<file path="config.mk">
export PLATFORM = sky130hd
export DESIGN_NAME = mod_eq_sched
export DESIGN_NICKNAME = d
export VERILOG_FILES = /design/src/rtl/mod_eq_pkg.sv /design/src/rtl/mod_eq_sched_rr_arbiter.sv /design/src/rtl/mod_eq_sched.sv
export SDC_FILE = /design/constraint.sdc
export NUM_CORES = 1
export LEC_CHECK = 0
export BUFFER_PORTS_ARGS = -buffer_cell sky130_fd_sc_hd__clkbuf_2
export CELL_PAD_IN_SITES_DETAIL_PLACEMENT = 2
export CELL_PAD_IN_SITES_GLOBAL_PLACEMENT = 2
export CORE_MARGIN = 2
export CORE_UTILIZATION = 30
export DETAILED_ROUTE_END_ITERATION = 12
export PLACE_DENSITY_LB_ADDON = 0.1
export SLEW_MARGIN = 5
export SYNTH_ARGS = -nofsm -noshare
export SYNTH_HDL_FRONTEND = slang
export SYNTH_SLANG_ARGS = --single-unit
</file>
<file path="constraint.sdc">
create_clock -name CLK -period 5 [get_ports CLK]
set_input_delay 0.25 -clock CLK [delete_from_list [all_inputs] [get_ports CLK]]
set_output_delay 0.25 -clock CLK [all_outputs]
set_load 0.01 [all_outputs]
</file>
<file path="src/rtl/mod_eq_pkg.sv">
// Shared types and helpers for the mod-equality scheduler: FSM states,
// default constants and the modular accumulate step.
package mod_eq_pkg;

  typedef enum logic [1:0] {
    IDLE = 2'd0,
    BUSY = 2'd1,
    DONE = 2'd2
  } state_t;

  localparam int MOD_DEFAULT    = 4;
  localparam int TARGET_DEFAULT = 1;

  // Wide enough for acc (< 16) plus a symbol (<= 3) without overflow.
  localparam int ACC_W = 5;

  function automatic logic [ACC_W-1:0] mod_add(
    input logic [ACC_W-1:0] acc,
    input logic [ACC_W-1:0] s,
    input logic [ACC_W-1:0] m
  );
    logic [ACC_W-1:0] sum;
    sum = acc + s;
    return (sum >= m) ? sum - m : sum;
  endfunction

endpackage

</file>
<file path="src/rtl/mod_eq_sched_rr_arbiter.sv">
// Combinational round-robin pick: first requester at or after rr_ptr,
// wrapping modulo NREQ. The pointer itself lives in the scheduler.
module rr_arbiter #(
  parameter int NREQ = 4,
  parameter int IDW  = $clog2(NREQ)
) (
  input  logic [NREQ-1:0] req,
  input  logic [IDW-1:0]  rr_ptr,
  output logic            found,
  output logic [IDW-1:0]  idx
);

  logic [IDW:0]   cand;
  logic [IDW-1:0] cand_idx;

  always_comb begin
    found    = 1'b0;
    idx      = '0;
    cand     = '0;
    cand_idx = '0;
    for (int off = 0; off < NREQ; off++) begin
      cand = {1'b0, rr_ptr} + (IDW+1)'(off);
      if (cand >= (IDW+1)'(NREQ)) cand = cand - (IDW+1)'(NREQ);
      cand_idx = cand[IDW-1:0];
      if (!found && req[cand_idx]) begin
        found = 1'b1;
        idx   = cand_idx;
      end
    end
  end

endmodule

</file>
<file path="src/rtl/mod_eq_sched.sv">
// One shared residue accumulator (sum of 2A+B mod MOD) time-multiplexed
// between NREQ symbol streams under round-robin arbitration.
module mod_eq_sched
  import mod_eq_pkg::*;
#(
  parameter int NREQ   = 4,
  parameter int MOD    = MOD_DEFAULT,
  parameter int TARGET = TARGET_DEFAULT,
  parameter int IDW    = $clog2(NREQ),
  parameter int RW     = $clog2(MOD)
) (
  input  logic            CLK,
  input  logic            RST,
  input  logic [NREQ-1:0] req_valid,
  input  logic [NREQ-1:0] req_a,
  input  logic [NREQ-1:0] req_b,
  input  logic [NREQ-1:0] req_last,
  output logic [NREQ-1:0] req_ready,
  output logic            res_valid,
  output logic [IDW-1:0]  res_id,
  output logic [RW-1:0]   res_residue,
  output logic            res_match,
  input  logic            res_ready,
  output logic            busy
);

  state_t         state, next_state;
  logic [IDW-1:0] grant, rr_ptr, arb_idx;
  logic           arb_found;
  logic [RW-1:0]  acc, new_acc;
  logic [1:0]     sym;
  logic           beat, last_beat;

  rr_arbiter #(.NREQ(NREQ), .IDW(IDW)) u_arb (
    .req    (req_valid),
    .rr_ptr (rr_ptr),
    .found  (arb_found),
    .idx    (arb_idx)
  );

  always_comb begin
    next_state = state;
    req_ready  = '0;
    res_valid  = 1'b0;
    busy       = (state != IDLE);
    beat       = 1'b0;
    last_beat  = 1'b0;
    sym        = {req_a[grant], req_b[grant]};
    new_acc    = RW'(mod_add(ACC_W'(acc), ACC_W'(sym), ACC_W'(MOD)));
    case (state)
      IDLE: if (arb_found) next_state = BUSY;
      BUSY: begin
        req_ready[grant] = 1'b1;
        beat             = req_valid[grant];
        last_beat        = beat & req_last[grant];
        if (last_beat) next_state = DONE;
      end
      DONE: begin
        res_valid = 1'b1;
        if (res_ready) next_state = IDLE;
      end
      default: next_state = IDLE;
    endcase
  end

  // Result fields are only written on the final beat, so they stay frozen
  // for the whole DONE phase regardless of how long the consumer stalls.
  always_ff @(posedge CLK) begin
    if (RST) begin
      state       <= IDLE;
      grant       <= '0;
      rr_ptr      <= '0;
      acc         <= '0;
      res_id      <= '0;
      res_residue <= '0;
      res_match   <= 1'b0;
    end else begin
      state <= next_state;
      if (state == IDLE && arb_found) begin
        grant <= arb_idx;
        acc   <= '0;
      end
      if (beat) acc <= new_acc;
      if (last_beat) begin
        res_residue <= new_acc;
        res_id      <= grant;
        res_match   <= (new_acc == RW'(TARGET));
      end
      if (state == DONE && res_ready)
        rr_ptr <= (grant == IDW'(NREQ-1)) ? '0 : grant + IDW'(1);
    end
  end

endmodule
</file>
==> metrics.md <==
| Metric | Value |
|---|---|
| GRT met2 Usage | 35.2% |
| Seq/Total Area, Yosys | 28.9% |
| Cell total after placement | 160 |
| Area leader, netlist | dfxtp_1 |
| CTS buffer count | 3 |
| DP HPWL | 2.29 mm |
| Fmax | between 400 and 500 MHz |
| Final Power | 255 uW |
| Clock buffer depth | 2 |
| Clk_lat worst skew | approximately 0.30 ns |
| # DRC | 2 |
| RSZ-0062 raised after global routing | no |
| Total GRT Usage | 19.5% |
| Syn. warnings | 0 |
| Total vias in the final route | 894 |
| Hold WS | 0.254 ns |
| Synth Register Bits | 13 |
| Status | complete, but fails checks |
| Grt met1 use | a little under a quarter |
| Port Buf Inserts | 29 |
| First-iteration detailed-routing DRC count | 20 |
| Die width | 58.8 um |
| Die footprint | 0.00345 mm2 |
| Placeable Area | 0.00281 mm2 |
| Final nets | 158 |
| Type of the most critical hold path | in -> reg |
| Crit Path Category | reg -> reg |
| CP startpoint kind | register |
| TritonRoute pass-1 iters | 7 |
| Clock Tree Root | clkbuf_4 |
| Max FO, Critical Path | 11 |
| VDD IR-drop max | 0.0862 mV |
| GR Layer Usage met3 | 2.86% |
| Synth top area cells | dfxtp_1 (29%), mux4_1 (12%), ha_1 (7.0%) |
| CP arrival | 2.46 ns |
| Worst-margin pin slew | a little under 0.6 ns |
| Worst Setup End Kind | register |
| Fin util | about two fifths |
| Ys flop type | dfxtp_1 |
| Area grow syn2layout | 21.1% |
| Final Skew | 0.00526 ns |
| Share of cells above drive strength 1 | 27.8% |
| Non-filler cells, final | around 160 |
| Fin. Hold Viols | 0 |
| First-pass GRT wire length | 4.91 mm |
| Setup Fix Bufs, Post-CTS | 0 |
| PD cells | between 200 and 250 mW/mm2 |
| Post_cts resized | 0 |
| Syn avg cell area | roughly 8.7 um2 |
| Top Usage Layer GRT | met2 |
| Worst EP required | 5.23 ns |
| Failing checks | design-rule violations |
| Gp weighted congestion | 0.750 |
| Cts hold-fix bufs | 0 |
| Gr ovfl total | 0 |
| Top cell type's share of synthesized area | 28.9% |
| Period utilization | 44.5% |
| Clock Sinks | 13 |
| Syn Nets | 127 |
| Min Tclk post-route | ~2.2 ns |
| H-tree Lvls | 1 |
| Clk slew on worst S/H paths | 0.10 ns |
| Ant. Diodes | 0 |
| Share of synthesized registers carrying an async set or reset | 0% |
| ANT nets after route | 0 |
| Worst slew margin | 60.5% |
| Starting Density | approximately 32% |
| Max Slew Vio Count | 0 |
| Number of fill cells in the layout | around 330 |
| Die Y | 58.8 um |
| Setup violators final | 0 |
| Total of max-cap violations | 0 |
| Largest net degree at the start of global routing | 15 |
| Synth cell types | 34 |
| Synth Instances | 103 |
| WL final | 2.86 mm |
| Fin Setup TNS | 0 ns |
| Vias in the first global route | 996 |
| Post-synth EDFFs | 0 |
| Post-Syn Area | 900 um2 |
| TritonCTS clock tree | yes |
| IO Pins | 30 |
| P_leak | 0.000496 uW |
| Wirelength per Cell | 17.4 um |
| # rows | 19 |
| Initial antenna violation count | 0 |
| Vias/cell | 5.45 |
-- synthesized netlist by cell type, types with 2 or more instances --
library cell / instances
dfxtp_1: 13
ha_1: 5
o221ai_1: 2
inv_1: 5
or3_1: 2
nor2_1: 6
nor2b_1: 3
nand3_1: 4
a211o_1: 2
o21ai_0: 6
nand2_1: 11
and2_1: 9
mux4_1: 4
or2_2: 2
a21oi_1: 10
-- cells by family after synthesis --
group / count (synthesis) / share of synthesized area (%)
mux: 6 / 15.3
fa+ha+maj: 5 / 6.95
xor+xnor: 2 / 1.95
flops: 13 / 28.9
compound gates: 26 / 17.8
simple gates: 42 / 24.3
buf+inv: 9 / 4.73
-- critical path, cell delays in order, from the launching register on --
cell and delay [ns]:
dfxtp_1 0.58, mux4_1 0.61, ha_1 0.21, xor2_1 0.20, xnor2_1 0.13, or3_1 0.33, a21oi_2 0.11
-- final cells by class --
type / instances / area, um2 / area share [%]
multi-input combinational: 81 / 597 / 54.8
inverter: 6 / 22.5 / 2.07
sequential: 13 / 260 / 23.9
timing repair buffer: 29 / 145 / 13.3
tap: 31 / 38.8 / 3.56
clock buffer: 4 / 26.3 / 2.41
-- sequential cells by signal (all words and copies together), names as in the netlist --
register / cells
acc: 2
grant: 2
res_id: 2
res_match: 1
res_residue: 2
rr_ptr: 2
state: 2
-- cells in the final DEF, fill, tap and decap left out, types with 2 or more instances in the layout --
cell type  netlist  final
a211o_1          2      2
a21oi_1         10     10
and2_1           9      9
clkbuf_2         0     29
clkbuf_4         0      3
dfxtp_1         13     13
ha_1             5      5
inv_1            5      5
mux4_1           4      4
nand2_1         11     11
nand3_1          4      4
nor2_1           6      6
nor2b_1          3      3
o21ai_0          6      6
o221ai_1         2      2
or2_2            2      2
or3_1            2      2
-- metal layers --
| layer | routed length [um] | vias to the layer above |
|---|---|---|
| met3 | 88 | 4 |
| met4 | 53 | 0 |
| met1 | 1230 | 441 |
| met2 | 1480 | 19 |
| met5 | 0 | - |
| li1 | - | 430 |
-- report_power, final --
group	total [uW]	switching, uW	internal [uW]
sequential	114	5.56	108
combinational	66.4	37.4	29.0
clock	74.5	43.4	31.1
total	255	86.4	168
-- per-stage QoR --
step                instance area, um2  setup WS [ns]
CTS                               1090           2.74
global route                      1090           2.64
detailed placement                1060           2.79
floorplan                          900           3.01
global placement                  1060           2.86
finish                            1090           2.77
-- path summary, 6_finish.rpt --
path / end / start / slack [ns] / depth (start not counted)
setup / recovery: res_residue[1]$_SDFFE_PP0P_ / grant[0]$_SDFFE_PP0P_ / 2.77 / 6
hold / removal: rr_ptr[1]$_SDFFE_PP0P_ / res_ready / 0.25 / 3
setup reg to reg: res_residue[1]$_SDFFE_PP0P_ / grant[0]$_SDFFE_PP0P_ / 2.77 / 6
hold reg to reg: res_residue[0]$_SDFFE_PP0P_ / res_residue[0]$_SDFFE_PP0P_ / 0.49 / 2
Note: power is estimated with default switching activity, not from simulation.
